### src/rtl/minisrc_step_sequencer.sv
// T-step / fetch-execute sequencer for the Mini SRC control path.
// Optional single-step support is compiled in with `define SINGLE_STEP_EN.
module minisrc_step_sequencer #(
  parameter int unsigned            STEP_W   = 4,
  parameter int unsigned            OPC_W    = 5,
  parameter logic [OPC_W-1:0]       HALT_OPC = 5'b11011,
  parameter int unsigned            CNT_W    = 16
) (
  input  logic              clk_i,
  input  logic              rst_i,
  input  logic              stop_i,
`ifdef SINGLE_STEP_EN
  input  logic              step_mode_i,
  input  logic              step_go_i,
`endif
  input  logic [OPC_W-1:0]  ir_opcode_i,
  input  logic [STEP_W-1:0] exec_steps_i,
  input  logic              exec_mem_req_i,
  input  logic              exec_mem_we_i,
  input  logic              mem_ready_i,
  output logic              mem_req_o,
  output logic              mem_we_o,
  output logic [STEP_W-1:0] step_o,
  output logic              ir_load_o,
  output logic              pc_inc_o,
  output logic              instr_done_o,
  output logic              run_o,
  output logic [CNT_W-1:0]  instr_count_o
);

  localparam int unsigned MAX_STEP = (2 ** STEP_W) - 1;

  typedef enum logic [2:0] {
    S_BOOT, S_F0, S_F1, S_F2, S_EX, S_HALT, S_STOP
  } state_e;

  state_e            state_q, state_d;
  logic [STEP_W-1:0] step_q, step_d;
  logic [STEP_W-1:0] last_q, last_d;
  logic              first_q, first_d;
  logic [CNT_W-1:0]  cnt_q, cnt_d;

  logic [STEP_W:0]   nExt, lastExt;
  logic [STEP_W-1:0] curLast;
  logic              pauseReq, resumeReq;
  logic              doneEvt, memReq, memWe;

  // Last execute step = 3 + n - 1, with n=0 promoted to 1 and clipped to the top step value.
  always_comb begin
    nExt = {1'b0, exec_steps_i};
    if (nExt == '0) nExt = (STEP_W+1)'(1);
    lastExt = nExt + (STEP_W+1)'(2);
    if (lastExt > (STEP_W+1)'(MAX_STEP)) lastExt = (STEP_W+1)'(MAX_STEP);
  end

`ifdef SINGLE_STEP_EN
  assign pauseReq  = stop_i || step_mode_i;
  assign resumeReq = !stop_i && (!step_mode_i || step_go_i);
`else
  assign pauseReq  = stop_i;
  assign resumeReq = !stop_i;
`endif

  // The decoder's length is only trusted on the first execute cycle; later steps use the latched copy.
  assign curLast = first_q ? lastExt[STEP_W-1:0] : last_q;

  always_comb begin
    state_d = state_q;
    step_d  = step_q;
    last_d  = last_q;
    first_d = 1'b0;
    cnt_d   = cnt_q;
    doneEvt = 1'b0;
    memReq  = 1'b0;
    memWe   = 1'b0;
    case (state_q)
      S_BOOT: begin
        state_d = S_F0;
        step_d  = '0;
      end
      S_F0: begin
        state_d = S_F1;
        step_d  = STEP_W'(1);
      end
      S_F1: begin
        memReq = 1'b1;
        if (mem_ready_i) begin
          state_d = S_F2;
          step_d  = STEP_W'(2);
        end
      end
      S_F2: begin
        state_d = S_EX;
        step_d  = STEP_W'(3);
        first_d = 1'b1;
      end
      S_EX: begin
        if (first_q) last_d = curLast;
        // A halt retires on its first execute cycle and never touches memory.
        if (first_q && (ir_opcode_i == HALT_OPC)) begin
          doneEvt = 1'b1;
          state_d = S_HALT;
          step_d  = '0;
        end else begin
          memReq = exec_mem_req_i;
          memWe  = exec_mem_we_i;
          if (!(exec_mem_req_i && !mem_ready_i)) begin
            if (step_q == curLast) begin
              doneEvt = 1'b1;
              state_d = pauseReq ? S_STOP : S_F0;
              step_d  = '0;
            end else begin
              step_d = step_q + STEP_W'(1);
            end
          end else begin
            first_d = first_q;
          end
        end
      end
      S_STOP: begin
        if (resumeReq) state_d = S_F0;
      end
      S_HALT: begin
        state_d = S_HALT;
      end
      default: begin
        state_d = S_BOOT;
        step_d  = '0;
      end
    endcase
    if (doneEvt) cnt_d = cnt_q + CNT_W'(1);
  end

  always_ff @(posedge clk_i or posedge rst_i) begin
    if (rst_i) begin
      state_q <= S_BOOT;
      step_q  <= '0;
      last_q  <= '0;
      first_q <= 1'b0;
      cnt_q   <= '0;
    end else begin
      state_q <= state_d;
      step_q  <= step_d;
      last_q  <= last_d;
      first_q <= first_d;
      cnt_q   <= cnt_d;
    end
  end

  assign mem_req_o     = memReq;
  assign mem_we_o      = memWe;
  assign instr_done_o  = doneEvt;
  assign step_o        = step_q;
  assign pc_inc_o      = (state_q == S_F0);
  assign ir_load_o     = (state_q == S_F2);
  assign run_o         = (state_q == S_F0) || (state_q == S_F1) ||
                         (state_q == S_F2) || (state_q == S_EX);
  assign instr_count_o = cnt_q;

endmodule

### config.mk
export PLATFORM = sky130hd
export DESIGN_NAME = minisrc_step_sequencer
export DESIGN_NICKNAME = d
export VERILOG_FILES = /design/src/rtl/minisrc_step_sequencer.sv
export SDC_FILE = /design/constraint.sdc
export NUM_CORES = 1
export LEC_CHECK = 0
export CORE_MARGIN = 4
export CORE_UTILIZATION = 44
export CTS_CLUSTER_SIZE = 16
export DETAILED_ROUTE_END_ITERATION = 6
export PLACE_DENSITY_LB_ADDON = 0.3
export RECOVER_POWER = 25
export SLEW_MARGIN = 40
export SYNTH_ARGS = -nofsm -noshare
export SYNTH_HDL_FRONTEND = slang
export SYNTH_SLANG_ARGS = --single-unit
### constraint.sdc
create_clock -name clk_i -period 2.4 [get_ports clk_i]
set_input_delay 0.48 -clock clk_i [delete_from_list [all_inputs] [get_ports clk_i]]
set_output_delay 0.48 -clock clk_i [all_outputs]
set_load 0.01 [all_outputs]
Yosys cells after proc, flatten, opt, wreduce, memory -nomap -nowiden --
Index checks and enable logic that the tools add are counted.
Word-level totals: register bits after elaboration 28, output and inout port bits 26, logic and storage cells 60
Operators by class: add/sub/neg operators 3, magnitude comparators 1, eq/ne operators 12, mux-type cells 26, bitwise operators 1, reduce and logical (&&, ||, !) cells 12
Operator list (count):
- $mux W4 | 7
- $pmux W3 S7 | 1
- $pmux W4 S5 | 1
- $mux W3 | 6
- $add A16 B1 Y16 const B | 1
- $eq A3 B3 Y1 const B | 3
- $mux W1 | 9
- $eq A3 B2 Y1 const B | 2
- $ne A3 B3 Y1 const B | 2
- $add A4 B2 Y5 const B | 1
- $eq A5 B5 Y1 const B | 1
- $gt A5 B4 Y1 const B | 1
- $add A4 B1 Y4 const B | 1
- $eq A4 B4 Y1 | 1
- $logic_not A4 Y1 | 1
- $ne A2 B2 Y1 const B | 2
- $pmux W1 S2 | 2
- $reduce_and A4 Y1 | 1
- $eq A3 B1 Y1 const B | 1
- $logic_not A3 Y1 | 1
- $logic_or A1 B1 Y1 | 3
- $reduce_and A3 Y1 | 1
- $logic_and A1 B1 Y1 | 2
- $reduce_and A2 Y1 | 1
- other kinds (3) | 3

Logic depth before layout (Yosys ltp) --
depth after elaboration 11, depth in mapped cells 9, depth with buffers taken out 8

Worst setup path after synthesis --
OpenSTA, ideal clock, no wires.
path kind in2out, start in exec_steps_i[1], end out instr_done_o, arrival time 1.927 ns, required time 1.920 ns, setup slack -0.007 ns, stages 8, buffers on the path 1, path through ha_1 o21ai_1 a31oi_1 or3_1 a2111oi_4 a21boi_2 buf_6 inv_2
Between the ends: cells in the longest elaborated chain, start to end 11
RTL lines:
- from (decl) | RTL line 17 | input logic [STEP_W-1:0] exec_steps_i,
- $logic_not A4 Y1 | RTL line 51 | if (nExt == '0) nExt = (STEP_W+1)'(1);
- $mux W4 * | RTL line 51
- $add A4 B2 Y5 * | RTL line 52 | lastExt = nExt + (STEP_W+1)'(2);
- $gt A5 B4 Y1 | RTL line 53 | if (lastExt > (STEP_W+1)'(MAX_STEP)) lastExt = (STEP_W+1)'(MAX_STEP);
- $mux W4 * | RTL line 53
- $mux W4 * | RTL line 65 | assign curLast = first_q ? lastExt[STEP_W-1:0] : last_q;
- $eq A4 B4 Y1 * | RTL line 108 | if (step_q == curLast) begin
- $mux W1 * | RTL line 108
- $mux W1 * | RTL line 107 | if (!(exec_mem_req_i && !mem_ready_i)) begin
- $mux W1 * | RTL line 100 | if (first_q && (ir_opcode_i == HALT_OPC)) begin
- $mux W1 * | RTL line 76 | case (state_q)
- to (decl) | RTL line 26 | output logic instr_done_o,
Every way passes the cells marked *; elsewhere a longest branch is shown, timed or not.

Final worst setup path --
start in exec_steps_i[2], end out instr_done_o
The elaborated chain is that of the path after synthesis.

==> metrics.md <==
| Metric | Value |
|---|---|
| Outcome | finished, violations left |
| Failing checks | max-capacitance violations, max-slew violations, negative setup slack |
| Slew @ Worst Pin | 1510 ps |
| Core Rows | 21 |
| Yosys reg bits | 28 |
| RSZ-0062 raised after global routing | yes |
| Reg-to-reg slack, setup | 150 ps |
| Setup_tns | -30.4 ps |
| Min-Delay Path Class | flip-flop to flip-flop |
| Worst-path fanout max | 3 |
| Share of cells above drive strength 1 | 23.8% |
| Placed wire-length estimate | 3.06 mm |
| Drt drc | 0 |
| GRT overflow | 0 |
| P&R area growth vs syn | 49.0% |
| Slew Viols, Final | 28 |
| Worst skew pair latency | around 280 ps |
| CTS tree | done |
| Routed Antenna Nets | 0 |
| Slowest CP cell | or3_4 |
| Post-synthesis cell area | roughly 1600 µm² |
| Die width | 69.1 µm |
| Initial antenna violation count | 0 |
| Final Hold Fails | 0 |
| Sink Count | 28 |
| Synthesized area per cell | ~9.5 µm² |
| H-tree level count | 1 |
| Most used DFF post-synth | dfrtp_1 |
| CP endpoint kind | output pin |
| Largest net degree at the start of global routing | 29 |
| Setup violations, final | 1 |
| FMAX | 411 MHz |
| TritonRoute pass-1 iters | 4 |
| Post-synthesis sequential area ratio | 42.7% |
| Worst VDD drop | 546 µV |
| Post-DP Area | ~2200 µm² |
| I/O Buffers | 40 |
| Clk slew on worst S/H paths | 100 ps |
| Initial DRC Count | 88 |
| Overall die height | 69.1 µm |
| Fin crit period | approximately 2400 ps |
| Placer Congestion | just over 0.9 |
| Synthesized instance count | 173 |
| Inserted Diodes | 0 |
| Cts-stage hold buffer count | 0 |
| Asr flop ratio synth | between 90% and 100% |
| CP startpoint kind | input port |
| Critical path class | input port to output pin |
| Drt via density | between 5 and 6 |
| Die area | between 4000 and 5000 µm² |
| CP Data Arrival Time | 1950 ps |
| Routed wire length | 4.34 mm |
| Fillers | about 260 |
| Syn_nets | about 190 |
| Inst Count DP | roughly 280 |
| WL per Instance | 15.2 µm |
| Netlist cell types | 43 |
| Max stage delay on crit path | 400 ps |
| Nets | 258 |
| Setup ws final | -30.4 ps |
| Critical Path Start | exec_steps_i[2] |
| Clk_skew | 5.63 ps |
| First-pass GRT wire length | 7.25 mm |
| Worst path cell trace | buf_12 > or3_4 > a31oi_4 > xor2_2 > a2111oi_4 > a21boi_2 > inv_2 > buf_6 |
| Design Area, Final | 2450 µm² |
| Critical Path RT | 1920 ps |
| Yosys warns | 0 |
| Hold Crit Start | instr_count_o[15]$_DFFE_PP0P_ |
| Max-Cap Viols | 1 |
| Fin cells | 285 |
| Vias in the first global route | ~1600 |
| All-Layer GR Usage | 18.3% |
| Starting density of the core | between 40% and 50% |
| Post-synth EDFFs | 0 |
| Tcrit/Tclk final | 101% |
| CTS Root Cell | clkbuf_8 |
| Vias post-DR | roughly 1500 |
| RR Startpoint | first_q$_DFFE_PP0P_ |
| Number of I/O pins | 41 |
| Leak | 1.14 nW |
| Post-layout total power | approximately 2.2 mW |
| Clock Path Buffers | 2 |
| Core footprint | 3470 µm² |
| PwrDens | 892 nW/µm² |
| Inserted Clock Buffers | 3 |
| Slew HR | -0.356% |
[cells in the final DEF, fill, tap and decap left out, types with 2 or more instances in the layout]
master	n
a21o_1	3
a21oi_1	7
a31oi_1	5
a31oi_4	2
and2_1	2
and3_1	3
buf_4	25
buf_6	3
clkbuf_8	3
clkdlybuf4s50_1	32
dfrtp_1	27
dlygate4sd2_1	3
ha_1	2
inv_1	7
inv_2	2
mux2_2	2
nand2_1	17
nand2b_1	4
nand3_1	3
nand4_1	2
nor2_1	15
nor2b_1	2
nor3_1	5
nor3b_1	2
nor4_2	2
nor4b_2	2
o21ai_0	4
o21ai_1	2
o22ai_1	3
or3_1	2
or3_4	3
xnor2_1	8
xor2_1	11
[per-stage QoR]
step	setup slack [ps]	util [%]	hold slack (ps)
finish	-30.4	70.6	472
global placement	-869	64.4	455
CTS	-89.6	69.8	481
floorplan	47.5	-	442
global route	-73.4	70.6	490
detailed placement	-922	64.4	465
[synth_stat cells, types with 2 or more instances]
library cell / instances / area share (%)
clkbuf_1: 3 / 0.69
ha_1: 3 / 2.3
inv_1: 7 / 1.6
nor3b_1: 2 / 0.91
a31oi_1: 7 / 2.7
dfrtp_1: 28 / 43
o21ai_1: 3 / 0.91
nand4_1: 2 / 0.76
buf_6: 2 / 1.4
xor2_1: 12 / 6.4
nand2b_1: 4 / 1.5
nor2b_1: 2 / 0.76
or3_1: 5 / 1.9
nor2_1: 15 / 3.4
and2_1: 2 / 0.76
o22ai_1: 3 / 1.1
nand3_1: 4 / 1.2
nor4b_1: 2 / 1.1
a21o_1: 3 / 1.4
a21oi_1: 7 / 2.1
nor3_1: 5 / 1.5
and3_1: 3 / 1.1
inv_2: 2 / 0.46
nand2_1: 17 / 3.9
o21ai_0: 4 / 1.2
mux2_2: 2 / 1.4
xnor2_1: 8 / 4.3
[report_power, final]
group | total [mW] | internal, mW | switching, mW | leakage, nW
combinational | 1.14 | 0.589 | 0.551 | 0.736
clock | 0.376 | 0.224 | 0.153 | 0.0357
sequential | 0.667 | 0.573 | 0.0943 | 0.364
[worst max-delay path: cells and delay by family]
| kind | cells | cell delay, ps |
|---|---|---|
| compound gates | 3 | 680 |
| buf+inv | 3 | 270 |
| simple gates | 1 | 400 |
| xor+xnor | 1 | 120 |
[layer usage]
layer | vias up | global-route usage, % | part of all wire [%]
li1 | 744 | - | -
met1 | 724 | 23.0 | 44
met2 | 44 | 30.2 | 48
met3 | 17 | 3.49 | 3.8
met4 | 0 | 8.24 | 3.8
met5 | - | 0 | 0
[kinds of logic after synthesis]
family / synth area share [%]
AOI/OAI and AO/OA: 15.0
xor gates and xnor gates: 10.7
adders and majority gates: 2.29
buffers and inverters: 4.42
DFF: 42.7
muxes: 2.06
and+or+nand+nor: 22.9
[layout make-up]
class                      instances  area [µm²]  area share [%]
clock inverter                     1        30.0            1.23
multi-input combinational        130         962            39.3
clock buffer                       3        41.3            1.69
inverter                           9        33.8            1.38
sequential                        28         702            28.7
tap                               46        57.6            2.35
timing repair buffer              68         622            25.4
[worst paths after layout]
path | to | depth (start not counted)
setup reg to reg | step_o[2]$_DFFE_PP0P_ | 11
setup / recovery | instr_done_o | 8
min in group asynchronous | instr_count_o[3]$_DFFE_PP0P_ | 3
hold reg to reg | instr_count_o[15]$_DFFE_PP0P_ | 1
max in group asynchronous | first_q$_DFFE_PP0P_ | 3
hold / removal | instr_count_o[15]$_DFFE_PP0P_ | 1
[sequential cells by signal, summed over array words and instances (netlist names)]
name           count
instr_count_o     16
last_q             4
step_o             4
state_q            3
first_q            1
[repair_timing]
item / 4_1_cts / 5_1_grt
endpoints found under the setup margin: 26 / 11
resized for setup: 43 / 4
pin swaps: 7 / 6
setup buffers: 3 / 2
Note: power is estimated with default switching activity, not from simulation.
==> patch 1, RTL diff (same settings) <==
Reset style: synchronous (`rst_i`), changed in one clocked block.
--- a/src/rtl/minisrc_step_sequencer.sv
+++ b/src/rtl/minisrc_step_sequencer.sv
@@ -131,7 +131,7 @@
     if (doneEvt) cnt_d = cnt_q + CNT_W'(1);
   end
 
-  always_ff @(posedge clk_i or posedge rst_i) begin
+  always_ff @(posedge clk_i) begin
     if (rst_i) begin
       state_q <= S_BOOT;
       step_q  <= '0;
Behaviour: differs if rst_i is asserted again (counterexample within 4 cycles, from zero or initial values and one cycle with rst_i high); with rst_i held inactive, the same outputs for 10 cycles.
==> patch 1 against the unedited design <==
Routed wire length increased by 2.5%. Global-route usage shrank 0.19 points. Synthesized area grew 0.38%. Design area is 0.51% higher. Sequential cell count unchanged. Count of clock-buffer cells in the layout grew 1. Worst setup slack better by 88 ps. Power down 10%. Largest cell class unchanged.
==> patch 1: results (changes against the unedited design) <==
[placed_design]
dp_hpwl_um = 2870  ; was 3060 µm

[critical_path]
arrival_ps = 1860  ; was 1950 ps
critPathMaxFanout = 4  ; was 3
r2r-end = instr_count_o[0]  ; was step_o[2]
r2r.worst_path.cells = 10  ; was 11
r2r_start = first_q  ; unchanged

[synthesis]
syn_inst = 209  ; was 173
synth_adder_area_share = 0.0228  ; about the same
synth_nets = 227  ; was 191
synth-compound-area-share = 0.268  ; was 0.150
yosys.area_share.xor_xnor = 0.0266  ; was 0.107
synth.distinct_cells = 42  ; was 43
yosys-mux-area-fraction = 0.00607  ; was 0.0206
synthArstFlopShare = 0  ; was 1.00
synth_area_leaders = dfxtp_1 34%, a21oi_1 8.5%, o31ai_1 6.4%  ; was dfrtp_1 43%, xor2_1 6.4%, xnor2_1 4.3%
yosys-top-cells-count = 28 x a21oi_1, 28 x dfxtp_1, 22 x nor2_1  ; was 28 x dfrtp_1, 17 x nand2_1, 15 x nor2_1

[global_route]
grt_pass1_wl_um = 7460  ; was 7250 µm
grt_max_degree = 35  ; was 29
use_met3 = 0.0493  ; was 0.0349
grt_util_met1 = 0.226  ; was 0.230

[sta]
worst_hold_slack_ps = 480  ; was 472 ps
skew_ps = 4.33  ; was 5.63 ps

[power_and_ir_drop]
ir_drop_v = 0.000602  ; was 0.000546 V
p_sw_frac = 0.388  ; was 0.366

[hold_path]
whs_path_depth = 2  ; was 1
min-delay-start = last_q[3]  ; was instr_count_o[15]
hold_end = last_q[3]  ; was instr_count_o[15]

[cts]
cts_resized = 40  ; was 43
post_cts_buffers = 2  ; was 3

[route]
wl_met3_um = 249  ; was 164 µm
wirelength_um = 4440  ; was 4340 µm
drtIter0Drc = 141  ; was 88
wl_met2_um = 2140  ; was 2090 µm

[outcome]
status = complete, no violations  ; was complete, but fails checks

[finish]
fin_util = 0.710  ; was 0.706

-- patch 1: cell count changes after synthesis, moves of 8 or more --
cell     before  now
dfrtp_1      28    0
xor2_1       12    4
o31ai_1       1   14
or4_1         0   13
dfxtp_1       0   28
a21oi_1       7   28
-- patch 1: layout make-up --
type	instances	share of cell area
timing repair buffer	64	0.254
inverter	4	0.00610
clock buffer	4	0.0224
multi-input combinational	163	0.466
sequential	28	0.228
tap	46	0.0234
-- patch 1: critical path: cells and delay by family --
family                    cells  cell delay (ps)
buffers and inverters         2              230
xor gates and xnor gates      1              180
and+or+nand+nor               3              530
AOI/OAI and AO/OA             2              430
-- patch 1: power groups by stage --
| stage | registers (µW) | clock network [µW] | logic (µW) |
|---|---|---|---|
| finish | 601 | 290 | 1070 |
| global route | 613 | 315 | 1170 |
| floorplan | 567 | 0 | 594 |
| global placement | 608 | 0 | 815 |
| CTS | 598 | 296 | 1060 |
| detailed placement | 608 | 0 | 822 |
==> patch 2, RTL diff (same flow settings) <==
Without the edit above. Build with the macro `SINGLE_STEP_EN` defined.
--- a/src/rtl/minisrc_step_sequencer.sv
+++ b/src/rtl/minisrc_step_sequencer.sv
@@ -1,5 +1,7 @@
 // T-step / fetch-execute sequencer for the Mini SRC control path.
 // Optional single-step support is compiled in with `define SINGLE_STEP_EN.
+`define SINGLE_STEP_EN
+
 module minisrc_step_sequencer #(
   parameter int unsigned            STEP_W   = 4,
   parameter int unsigned            OPC_W    = 5,
Ports: changed (added step_go_i and step_mode_i); port bits go from 41 to 43. No check against the original RTL was run, so the function may have changed too.
==> patch 2 against the unedited design <==
Synthesized cell count fell by 3.5%. Cell count is 2.1% lower. Design area grew 1.1%. Count of clock-buffer cells in the layout did not move. Via count decreased by 2.2%. Sequential cell count is the same. Power fell by 3.3%. Routed wire length fell by 0.78%. Worst setup slack better by 88 ps. Synthesized area decreased by 0.76%. Clock skew shrank 2.4 ps. Combinational power fell by 8%. Hold slack improved by 23 ps. Critical path type unchanged. Largest power group unchanged.
==> patch 2: results (changes against the unedited design) <==
[finish]
drive_gt1_frac = 0.249  ; was 0.238
layout.nets = 254  ; was 258
stdcell_area_mm2 = 0.00247  ; was 0.00245 mm²

[critical_path]
crit_start = exec_steps_i[3]  ; was exec_steps_i[2]
arrival_ps = 1860  ; was 1950 ps
r2r_start = state_q[2]  ; was first_q
worst-r2r-setup-slack_ps = 240  ; was 150 ps
critPathMaxFanout = 2  ; was 3
r2r.worst_path.cells = 8  ; was 11

[power_and_ir_drop]
leakagePower_uw = 0.00109  ; was 0.00114 µW
power_frac_comb = 0.497  ; was 0.522
p_sw_frac = 0.368  ; was 0.366
powerSeq_uw = 689  ; was 667 µW
ir_drop_v = 0.000628  ; was 0.000546 V

[route]
drt-met1-wl_um = 1920  ; about the same
wl_met3_um = 152  ; was 164 µm
vias = 1496  ; was 1529
wirelength_um = 4300  ; was 4340 µm
drtIter0Drc = 66  ; was 88

[placed_design]
placed_cell_area_mm2 = 0.00223  ; about the same
gp_congestion = 0.855  ; was 0.906
place_inst = 270  ; was 276
dp_hpwl_um = 3100  ; was 3060 µm

[outcome]
status = complete, no violations  ; was complete, but fails checks

[global_route]
grt_pass1_wl_um = 6920  ; was 7250 µm
use_met3 = 0.0276  ; was 0.0349
grt_util_met1 = 0.238  ; was 0.230

[synthesis]
yosys-top-cells-count = 28 x dfrtp_1, 20 x xnor2_1, 11 x nand3_1, 11 x nor2_1, 10 x a21oi_1  ; was 28 x dfrtp_1, 17 x nand2_1, 15 x nor2_1
synth_area_leaders = dfrtp_1 43%, xnor2_1 11%, and3_1 3.5%  ; was dfrtp_1 43%, xor2_1 6.4%, xnor2_1 4.3%
synth.distinct_cells = 42  ; was 43
synth.avg_cell_area_um2 = 9.76  ; was 9.50 µm²
synth_nets = 187  ; was 191

[sta]
worst_hold_slack_ps = 495  ; was 472 ps
skew_ps = 3.23  ; was 5.63 ps

[hold_path]
whs_path_depth = 2  ; was 1
hold_end = last_q[1]  ; was instr_count_o[15]

## patch 2: cell types whose count changed after synthesis, sizes merged, moves of 4 or more
| cell | delta |
|---|---|
| xnor2 | +12 |
| nor2 | -4 |
| inv | -4 |
| nand2 | -6 |
| xor2 | -12 |
| nand3 | +8 |
| and3 | +6 |
## patch 2: logic make-up (layout without fill, tap and decap cells)
logic type,after synthesis,in the layout,share of synthesized area
simple gates,65,65,0.225
mux,2,2,0.0161
buf+inv,10,76,0.0284
xor+xnor,20,20,0.107
fa+ha+maj,3,3,0.0230
flops,28,28,0.430
compound gates,39,39,0.170
## patch 2: worst max-delay path: stages
cell	delay [ps]
buf_6	100
or3_4	390
a31oi_4	170
xnor2_2	160
o2111ai_4	160
o21ai_4	200
nand2_4	70
inv_2	50
buf_6	90
## patch 2: final cells by class
cell class	instances	area, µm²
fill	258	993
clock inverter	1	30.0
tap	46	57.6
timing repair buffer	67	618
multi-input combinational	129	1010
clock buffer	3	41.3
inverter	5	18.8
sequential	28	703
